### src/rtl/up_dn_counter_pkg.sv
// Shared types and helpers for the multi-channel up/down counter bank.
package up_dn_counter_pkg;

  typedef enum logic {
    CNT_WRAP     = 1'b0,
    CNT_SATURATE = 1'b1
  } cnt_mode_e;

  // MAX_VALUE+1 computed in 64 bits so a full-range 32-bit bound cannot overflow.
  function automatic longint unsigned bound_plus_one(input longint unsigned max_value);
    return max_value + 64'd1;
  endfunction

endpackage

### src/rtl/up_dn_counter_ch.sv
// One counter channel: count register, terminal-count flags, sticky ovf/unf.
module up_dn_counter_ch
  import up_dn_counter_pkg::*;
#(
  parameter int unsigned           WIDTH       = 32,
  parameter int unsigned           STEP_W      = 4,
  parameter logic [WIDTH-1:0]      MAX_VALUE   = '1,
  parameter logic [WIDTH-1:0]      RESET_VALUE = '0,
  parameter cnt_mode_e             MODE        = CNT_WRAP
) (
  input  logic              clk,
  input  logic              reset,
  input  logic              incr,
  input  logic              decr,
  input  logic [STEP_W-1:0] step,
  input  logic              load,
  input  logic [WIDTH-1:0]  load_value,
  input  logic              clr_flags,
  output logic [WIDTH-1:0]  count,
  output logic              at_max,
  output logic              at_min,
  output logic              wrap_pulse,
  output logic              ovf,
  output logic              unf
);

  localparam int unsigned   W1    = WIDTH + 1;
  localparam int unsigned   SW    = (STEP_W > W1) ? STEP_W : W1;
  localparam logic [W1-1:0] MAX_W = {1'b0, MAX_VALUE};
  localparam logic [W1-1:0] MOD   = W1'(bound_plus_one(64'(MAX_VALUE)));

  logic [WIDTH-1:0] count_q, count_d;
  logic             at_max_q, at_max_d;
  logic             at_min_q, at_min_d;
  logic             wrap_pulse_q, wrap_pulse_d;
  logic             ovf_q, ovf_d;
  logic             unf_q, unf_d;

  logic [SW-1:0] s_raw;
  logic [W1-1:0] s_eff;
  logic [W1-1:0] cur;
  logic [W1-1:0] sum;
  logic          cross_up;
  logic          cross_dn;

  always_comb begin
    s_raw = (step == '0) ? SW'(1) : SW'(step);
    // Oversized steps: modulo reduce when wrapping, clamp to a full lap when saturating.
    if (s_raw > SW'(MOD)) begin
      s_eff = (MODE == CNT_WRAP) ? W1'(s_raw % SW'(MOD)) : MOD;
    end else begin
      s_eff = W1'(s_raw);
    end

    cur      = {1'b0, count_q};
    sum      = cur + s_eff;
    count_d  = count_q;
    cross_up = 1'b0;
    cross_dn = 1'b0;

    if (load) begin
      count_d = (load_value > MAX_VALUE) ? MAX_VALUE : load_value;
    end else if (incr ^ decr) begin
      if (incr) begin
        if (sum > MAX_W) begin
          cross_up = 1'b1;
          count_d  = (MODE == CNT_WRAP) ? WIDTH'(sum - MOD) : MAX_VALUE;
        end else begin
          count_d = WIDTH'(sum);
        end
      end else begin
        if (cur < s_eff) begin
          cross_dn = 1'b1;
          count_d  = (MODE == CNT_WRAP) ? WIDTH'(cur + MOD - s_eff) : '0;
        end else begin
          count_d = WIDTH'(cur - s_eff);
        end
      end
    end

    at_max_d     = (count_d == MAX_VALUE);
    at_min_d     = (count_d == '0);
    wrap_pulse_d = cross_up | cross_dn;
    ovf_d        = (ovf_q & ~clr_flags) | cross_up;
    unf_d        = (unf_q & ~clr_flags) | cross_dn;
  end

  always_ff @(posedge clk) begin
    if (reset) begin
      count_q      <= RESET_VALUE;
      at_max_q     <= (RESET_VALUE == MAX_VALUE);
      at_min_q     <= (RESET_VALUE == '0);
      wrap_pulse_q <= 1'b0;
      ovf_q        <= 1'b0;
      unf_q        <= 1'b0;
    end else begin
      count_q      <= count_d;
      at_max_q     <= at_max_d;
      at_min_q     <= at_min_d;
      wrap_pulse_q <= wrap_pulse_d;
      ovf_q        <= ovf_d;
      unf_q        <= unf_d;
    end
  end

  assign count      = count_q;
  assign at_max     = at_max_q;
  assign at_min     = at_min_q;
  assign wrap_pulse = wrap_pulse_q;
  assign ovf        = ovf_q;
  assign unf        = unf_q;

endmodule

### src/rtl/up_dn_counter_mc.sv
// Bank of NUM_CH independent up/down counters sharing only the step input.
module up_dn_counter_mc
  import up_dn_counter_pkg::*;
#(
  parameter int unsigned      NUM_CH      = 4,
  parameter int unsigned      WIDTH       = 32,
  parameter int unsigned      STEP_W      = 4,
  parameter logic [WIDTH-1:0] MAX_VALUE   = '1,
  parameter logic [WIDTH-1:0] RESET_VALUE = '0,
  parameter int unsigned      SATURATE    = 0
) (
  input  logic                    clk,
  input  logic                    reset,
  input  logic [NUM_CH-1:0]       incr,
  input  logic [NUM_CH-1:0]       decr,
  input  logic [STEP_W-1:0]       step,
  input  logic [NUM_CH-1:0]       load,
  input  logic [NUM_CH*WIDTH-1:0] load_value,
  input  logic [NUM_CH-1:0]       clr_flags,
  output logic [NUM_CH*WIDTH-1:0] count,
  output logic [NUM_CH-1:0]       at_max,
  output logic [NUM_CH-1:0]       at_min,
  output logic [NUM_CH-1:0]       wrap_pulse,
  output logic [NUM_CH-1:0]       ovf,
  output logic [NUM_CH-1:0]       unf
);

  localparam cnt_mode_e MODE = (SATURATE != 0) ? CNT_SATURATE : CNT_WRAP;

  for (genvar i = 0; i < NUM_CH; i++) begin : g_ch
    up_dn_counter_ch #(
      .WIDTH       (WIDTH),
      .STEP_W      (STEP_W),
      .MAX_VALUE   (MAX_VALUE),
      .RESET_VALUE (RESET_VALUE),
      .MODE        (MODE)
    ) u_ch (
      .clk        (clk),
      .reset      (reset),
      .incr       (incr[i]),
      .decr       (decr[i]),
      .step       (step),
      .load       (load[i]),
      .load_value (load_value[i*WIDTH +: WIDTH]),
      .clr_flags  (clr_flags[i]),
      .count      (count[i*WIDTH +: WIDTH]),
      .at_max     (at_max[i]),
      .at_min     (at_min[i]),
      .wrap_pulse (wrap_pulse[i]),
      .ovf        (ovf[i]),
      .unf        (unf[i])
    );
  end

endmodule

### config.mk
export PLATFORM = sky130hd
export DESIGN_NAME = up_dn_counter_mc
export DESIGN_NICKNAME = d
export VERILOG_FILES = /design/src/rtl/up_dn_counter_pkg.sv /design/src/rtl/up_dn_counter_ch.sv /design/src/rtl/up_dn_counter_mc.sv
export SDC_FILE = /design/constraint.sdc
export NUM_CORES = 1
export LEC_CHECK = 0
export ABC_AREA = 1
export CAP_MARGIN = 20
export CELL_PAD_IN_SITES_DETAIL_PLACEMENT = 0
export CELL_PAD_IN_SITES_GLOBAL_PLACEMENT = 2
export CORE_ASPECT_RATIO = 0.6
export CORE_UTILIZATION = 27
export DETAILED_ROUTE_END_ITERATION = 8
export GPL_TIMING_DRIVEN = 0
export PLACE_DENSITY = 0.88
export SLEW_MARGIN = 0
export SYNTH_ARGS = -nofsm -noshare
export SYNTH_HDL_FRONTEND = slang
export SYNTH_SLANG_ARGS = --single-unit
### constraint.sdc
create_clock -name clk -period 3.2 [get_ports clk]
set_input_delay 0.64 -clock clk [delete_from_list [all_inputs] [get_ports clk]]
set_output_delay 0.64 -clock clk [all_outputs]
set_load 0.05 [all_outputs]
==> impl_metrics.toml, run 1 <==
[run_status]
status = "completed"

[route]
dr.pass1.iters = 7
wl_per_cell_um = 20.3
wl_um = 92400
remaining_drc_errors = 0
routed_via_density = 5.09
initialDrtViolationCount = 2448
ant_nets = 0
vias = 23217

[clock_tree]
root_buffer = "clkbuf_16"
path_clk_slew_ns = 0.08
clk_latency_ns = 0.48
ctsHoldBuffers = 0
clock-sinks = 148
numCtsBuffers = 17
clk_path_buf_depth = 2
cts-htree-levels = 4
cts_tree = "built"

[setup_path]
path_depth = 18
cp_num_buf_inv = 2
reg2reg_depth = 19
required_ns = 3.62
critical_path.top_delay_family = "simple AND/OR/NAND/NOR gates"
arrival_ns = 3.56
criticalPathCategory = "in -> reg"
cp_max_fo = 8
crit_chain = "clkdlybuf4s15_1, clkinvlp_4, a31o_4, ha_4, fa_2, nor2_4, nand2_2, nand3b_1, nor2_1, nand3_1, nand2_1, nand3_1, nand3_1, nand2_1, nand2_1, nor3_1, nand4_1, nor2_1"
startpoint = "step[1]"
critical_path.slowest_cell = "fa_2"
endpoint = "g_ch[1].u_ch.at_max"
start_kind = "primary input"
critPathMaxStageDelay_ns = 0.42
reg2reg_from = "g_ch[1].u_ch.count[3]"
rrSetupSlack_ns = 0.30
endpoint_kind = "flip-flop"
rr_endpoint = "g_ch[1].u_ch.at_min"

[die]
rows = 72
initial_core_util = 0.274
die_h_um = 200
num_io_pins = 298
dieArea_um2 = 66600
fp.dieW_um = 332
core_um2 = 64600

[place]
io_buffers = 293
dp_slack_ns = -2.06
dp_hpwl_um = 75800
gp_congestion = 0.981

[grt]
grt_pass1_vias = 20864
grt_pass1_wl_um = 135000
antenna_found_initial = 4
grt_max_degree = 17
grt_usage = 0.270
grt-ovfl-total = 0

[power]
ir_worst_vdd_v = 0.000246
p_seq_frac = 0.271
powerDensity_nw_per_um2 = 358
p_int_mw = 4.40
swShare = 0.467
leakage_nw = 10.5
clkPwrFrac = 0.283
switchingPower_mw = 3.86
power_frac_comb = 0.445

[final_layout]
nets = 3892
multi_input_area_um2 = 13000
layout_commonest_cell = "nand2_1"
fill_cells = 7410
final_cell_mix = "1055 x nand2_1, 473 x nand3_1, 454 x nor2_1"
syn_to_final_growth_pct = 30.4
drive_gt1_frac = 0.115
regArea_um2 = 2960

[synth]
synth_top_area_cell = "nand2_1"
ys_types = 57
synth_area_leaders = "nand2_1 23%, dfxtp_1 17%, nand3_1 14%"
async_flop_share = 0
ys_seq_area_frac = 0.168
yosysTopAreaCellShare = 0.232
syn-num-nets = 3563
ys_seq_elements = 148
syn_area_um2 = 17700
synth-edff-count = 0
synth-main-ff-cell = "dfxtp_1"
yosys_warnings = 0
synthCells = 3369
postSynthAreaPerCell_um2 = 5.25

[sta]
timing.final.ws_setup_ns = 0.0628
tightest_slew_ns = 1.01
min_period_over_period = 0.980
skew_ns = 0.0184
fin_crit_ns = 3.14
setup_viol = 0
rsz0062_at_grt = "true"
slew_headroom = 0.325
fmaxAchievable_mhz = 319
final-hold-violation-count = 0
final_max_slew_viol_count = 0
hold_ws_ns = 0.466

[flow_run]
max_cap_violations = 0

[worst_hold_path]
holdCritStartpoint = "g_ch[1].u_ch.unf"
hold_class = "reg -> reg"
-- worst min path at each step --
stage,end,cells past startpoint
finish,g_ch[1].u_ch.unf,2
detailed placement,g_ch[1].u_ch.unf,2
floorplan,g_ch[0].u_ch.ovf,2
CTS,g_ch[1].u_ch.unf,2
global route,g_ch[1].u_ch.ovf,2
global placement,g_ch[1].u_ch.unf,2
-- through the flow --
step,setup TNS [ns],std cells,util,area (um^2),power [mW]
3_3_place_gp,-150.72,4513,0.336,21700,5.72
5_1_grt,-0.433,4564,0.357,23100,8.68
4_1_cts,0,4551,0.349,22600,8.11
6_report,0,4564,0.357,23100,8.26
3_5_place_dp,-146.03,4514,0.336,21700,5.70
2_1_floorplan,0,3369,-,17700,4.37
-- cells by family (layout without fill, tap and decap cells) --
family	count (synthesis)	in the layout	synth area share
simple gates	2352	2352	0.581
buf+inv	550	892	0.130
compound gates	263	263	0.0809
flops	148	148	0.168
fa+ha+maj	44	44	0.0345
xor+xnor	12	12	0.00594
other cells	0	2	0
-- per-layer routing --
| metal | vias to the layer above | wire length, um | track usage |
|---|---|---|---|
| met5 | - | 0 | 0 |
| met4 | 0 | 932 | 0.0405 |
| met3 | 54 | 10500 | 0.0738 |
| met2 | 1036 | 33700 | 0.347 |
| met1 | 10722 | 47400 | 0.434 |
| li1 | 11405 | - | - |
-- what timing repair did --
item                                    in CTS  in global routing
endpoints found under the setup margin     141                 10
setup buffers                                5                 11
resized for setup                           63                114
pin swaps                                    8                 46
-- synth_stat cells, drive strengths merged, types with 36 or more instances --
| library cell | number |
|---|---|
| nand2 | 1118 |
| nor2 | 521 |
| nand3 | 501 |
| inv | 403 |
| dfxtp | 148 |
| a21oi | 131 |
| o21ai | 106 |
| nand4 | 90 |
| buf | 84 |
| clkbuf | 61 |
| nor3 | 47 |
| or2 | 42 |
| ha | 36 |
-- sequential cells by signal, indices dropped and copies added (netlist names) --
register,count
g_ch.u_ch.at_max,4
g_ch.u_ch.at_min,4
g_ch.u_ch.count,128
g_ch.u_ch.ovf,4
g_ch.u_ch.unf,4
g_ch.u_ch.wrap_pulse,4
-- power groups by stage --
| stage | logic, mW | clock network [mW] | registers [mW] |
|---|---|---|---|
| 2_1_floorplan | 1.79 | 0 | 2.58 |
| 3_3_place_gp | 3.45 | 0 | 2.27 |
| 3_5_place_dp | 3.44 | 0 | 2.27 |
| 4_1_cts | 3.50 | 2.39 | 2.23 |
| 5_1_grt | 3.98 | 2.44 | 2.25 |
| 6_report | 3.68 | 2.34 | 2.24 |
-- area by class of cell --
class / count / area share
Timing Repair Buffer: 310 / 0.134
Clock buffer: 17 / 0.0184
Clock inverter: 15 / 0.00889
Buffer: 145 / 0.0335
Sequential cell: 148 / 0.128
Multi-Input combinational cell: 2671 / 0.564
Antenna cell: 2 / 0.000217
Inverter: 405 / 0.0666
Tap cell: 851 / 0.0462
-- worst register-to-register path: cells and delay by family, from the launching register on --
| kind | cells | cell delay [ns] |
|---|---|---|
| fa+ha+maj | 1 | 0.30 |
| compound gates | 1 | 0.14 |
| simple gates | 15 | 1.65 |
| buf+inv | 2 | 0.23 |
| flops | 1 | 0.50 |
Note: power is estimated with default switching activity, not from simulation.
==> run 2, diff against run 1 <==
- SETUP_SLACK_MARGIN: unset -> 0.2
==> run 2 against run 1 <==
Effect of this change: worst setup slack got worse by 0.022 ns; register-to-register slack worse by 0.03 ns; wire length up 0.19%; critical endpoint unchanged; highest routed layer unchanged.
==> impl_metrics.toml, run 2 (synthesis gave the netlist of run 1 again) <==
[run_status]
status = "completed"

[clock_tree]
clk_latency_ns = 0.48
path_clk_slew_ns = 0.08
cts-htree-levels = 4
root_buffer = "clkbuf_16"
clk_path_buf_depth = 2
clock-sinks = 148
cts_tree = "built"
ctsHoldBuffers = 0
numCtsBuffers = 17

[setup_path]
critPathMaxStageDelay_ns = 0.57
crit_chain = "clkdlybuf4s50_1, inv_2, nor2_2, inv_1, nand2_1, nand3_1, nand2_1, nor2_1, nor2_1, nand2_1, nor2_4, nand3_2, nor2_4, nand4_1, nor2_1"
arrival_ns = 3.58
cp_num_buf_inv = 3
cp_max_fo = 7
criticalPathCategory = "in -> reg"
start_kind = "primary input"
critical_path.top_delay_family = "simple AND/OR/NAND/NOR gates"
endpoint_kind = "flip-flop"
critical_path.slowest_cell = "clkdlybuf4s50_1"
required_ns = 3.62

[place]
dp_hpwl_um = 75800
placed_area_um2 = 21700
io_buffers = 293
gp_congestion = 0.981

[route]
ant_nets = 0
wl_per_cell_um = 20.3
vias = 23261
remaining_drc_errors = 0
routed_via_density = 5.09
dr.pass1.iters = 6
initialDrtViolationCount = 2540
wl_um = 92600

[power]
ir_worst_vdd_v = 0.000241
switchingPower_mw = 3.86
leakage_nw = 10.6
p_total_mw = 8.27
swShare = 0.467
p_seq_frac = 0.271
p_int_mw = 4.41
clkPwrFrac = 0.283
powerDensity_nw_per_um2 = 358
power_frac_comb = 0.446

[sta]
setup_viol = 0
final_max_slew_viol_count = 0
min_period_over_period = 0.987
slew_headroom = 0.317
hold_ws_ns = 0.466
skew_ns = 0.0147
tightest_slew_ns = 1.02
fmaxAchievable_mhz = 317
fin_crit_ns = 3.16
final-hold-violation-count = 0
rsz0062_at_grt = "true"

[worst_hold_path]
hold_class = "reg -> reg"

[grt]
grt_usage = 0.271
grt_max_degree = 17
grt_pass1_wl_um = 136000
antenna_found_initial = 6
grt-ovfl-total = 0
grt_pass1_vias = 20976

[final_layout]
drive_gt1_frac = 0.117
nets = 3896
layout_commonest_cell = "nand2_1"
fill_cells = 7408
final_core_util = 0.358
final_cell_mix = "1053 x nand2_1, 470 x nand3_1, 452 x nor2_1"
fin_area_um2 = 23100
largest_reg_flops = 128
syn_to_final_growth_pct = 30.7

[die]
die_h_um = 200
num_io_pins = 298
dieArea_um2 = 66600
initial_core_util = 0.274
core_um2 = 64600
fp.dieW_um = 332
rows = 72

[flow_run]
max_cap_violations = 0
==> run 2: cell count changes in the layout (fill, tap and decap cells not counted), moves of 3 or more <==
cell	before	now
a21oi_1	118	121
a21oi_2	9	6
nand3_1	473	470
o21ai_1	19	22
==> run 2: power groups by stage <==
stage	Sequential, mW	Combinational (mW)	Clock, mW
2_1_floorplan	2.58	1.79	0
3_3_place_gp	2.27	3.45	0
3_5_place_dp	2.27	3.44	0
4_1_cts	2.23	3.57	2.39
5_1_grt	2.25	4.00	2.44
6_report	2.24	3.69	2.34
==> run 2: worst reg2reg max path, stage by stage, from the launching register on <==
cell	delay (ns)
dfxtp_1	0.50
ha_1	0.30
buf_6	0.16
nand2_1	0.06
nand2_1	0.10
inv_2	0.11
nand3_4	0.09
buf_12	0.14
nor2_4	0.15
nand2_2	0.08
buf_4	0.13
o21ai_1	0.12
nand3_1	0.09
nand3_1	0.13
nand2_1	0.09
nand2_2	0.12
nand2_1	0.07
inv_1	0.06
nand2_2	0.06
nor2_1	0.13
nand3_2	0.10
nand2_1	0.06
==> run 2: final timing paths <==
kind	slack, ns	endpoint	start	depth (start not counted)
setup / recovery	0.04	g_ch[1].u_ch.at_max	incr[1]	15
hold reg to reg	0.47	g_ch[1].u_ch.unf	g_ch[1].u_ch.unf	2
setup reg to reg	0.27	g_ch[1].u_ch.at_min	g_ch[1].u_ch.count[3]	21
hold / removal	0.47	g_ch[1].u_ch.unf	g_ch[1].u_ch.unf	2
==> run 2: final cells by class <==
| class | count | area (um^2) | area share |
|---|---|---|---|
| Tap cell | 851 | 1060 | 0.0461 |
| Sequential cell | 148 | 2960 | 0.128 |
| Multi-Input combinational cell | 2671 | 13000 | 0.563 |
| Timing Repair Buffer | 314 | 3130 | 0.135 |
| Clock buffer | 17 | 425 | 0.0184 |
| Clock inverter | 15 | 205 | 0.00888 |
| Inverter | 405 | 1540 | 0.0665 |
| Buffer | 145 | 773 | 0.0334 |
| Antenna cell | 2 | 5.00 | 0.000216 |
==> run 2: routing by layer <==
metal,wire length (um),global-route usage,share of wire
met1,47800,0.437,0.52
met2,33700,0.350,0.36
met3,10200,0.0709,0.11
met4,966,0.0405,0.010
met5,0,0,0
==> run 2: repair_timing <==
item                       4_1_cts  5_1_grt
buffers inserted                14        6
pin swaps                       24       52
setup endpoints to repair      144       17
gates resized for setup        123       66
==> run 2: stage by stage <==
stage	setup WS, ns	setup TNS [ns]	instances
after floorplan	0.264	0	3369
after global placement	-2.09	-150.72	4513
after detailed placement	-2.06	-146.03	4514
after CTS	0.0731	0	4560
after global routing	-0.0763	-0.269	4568
final	0.0407	0	4568
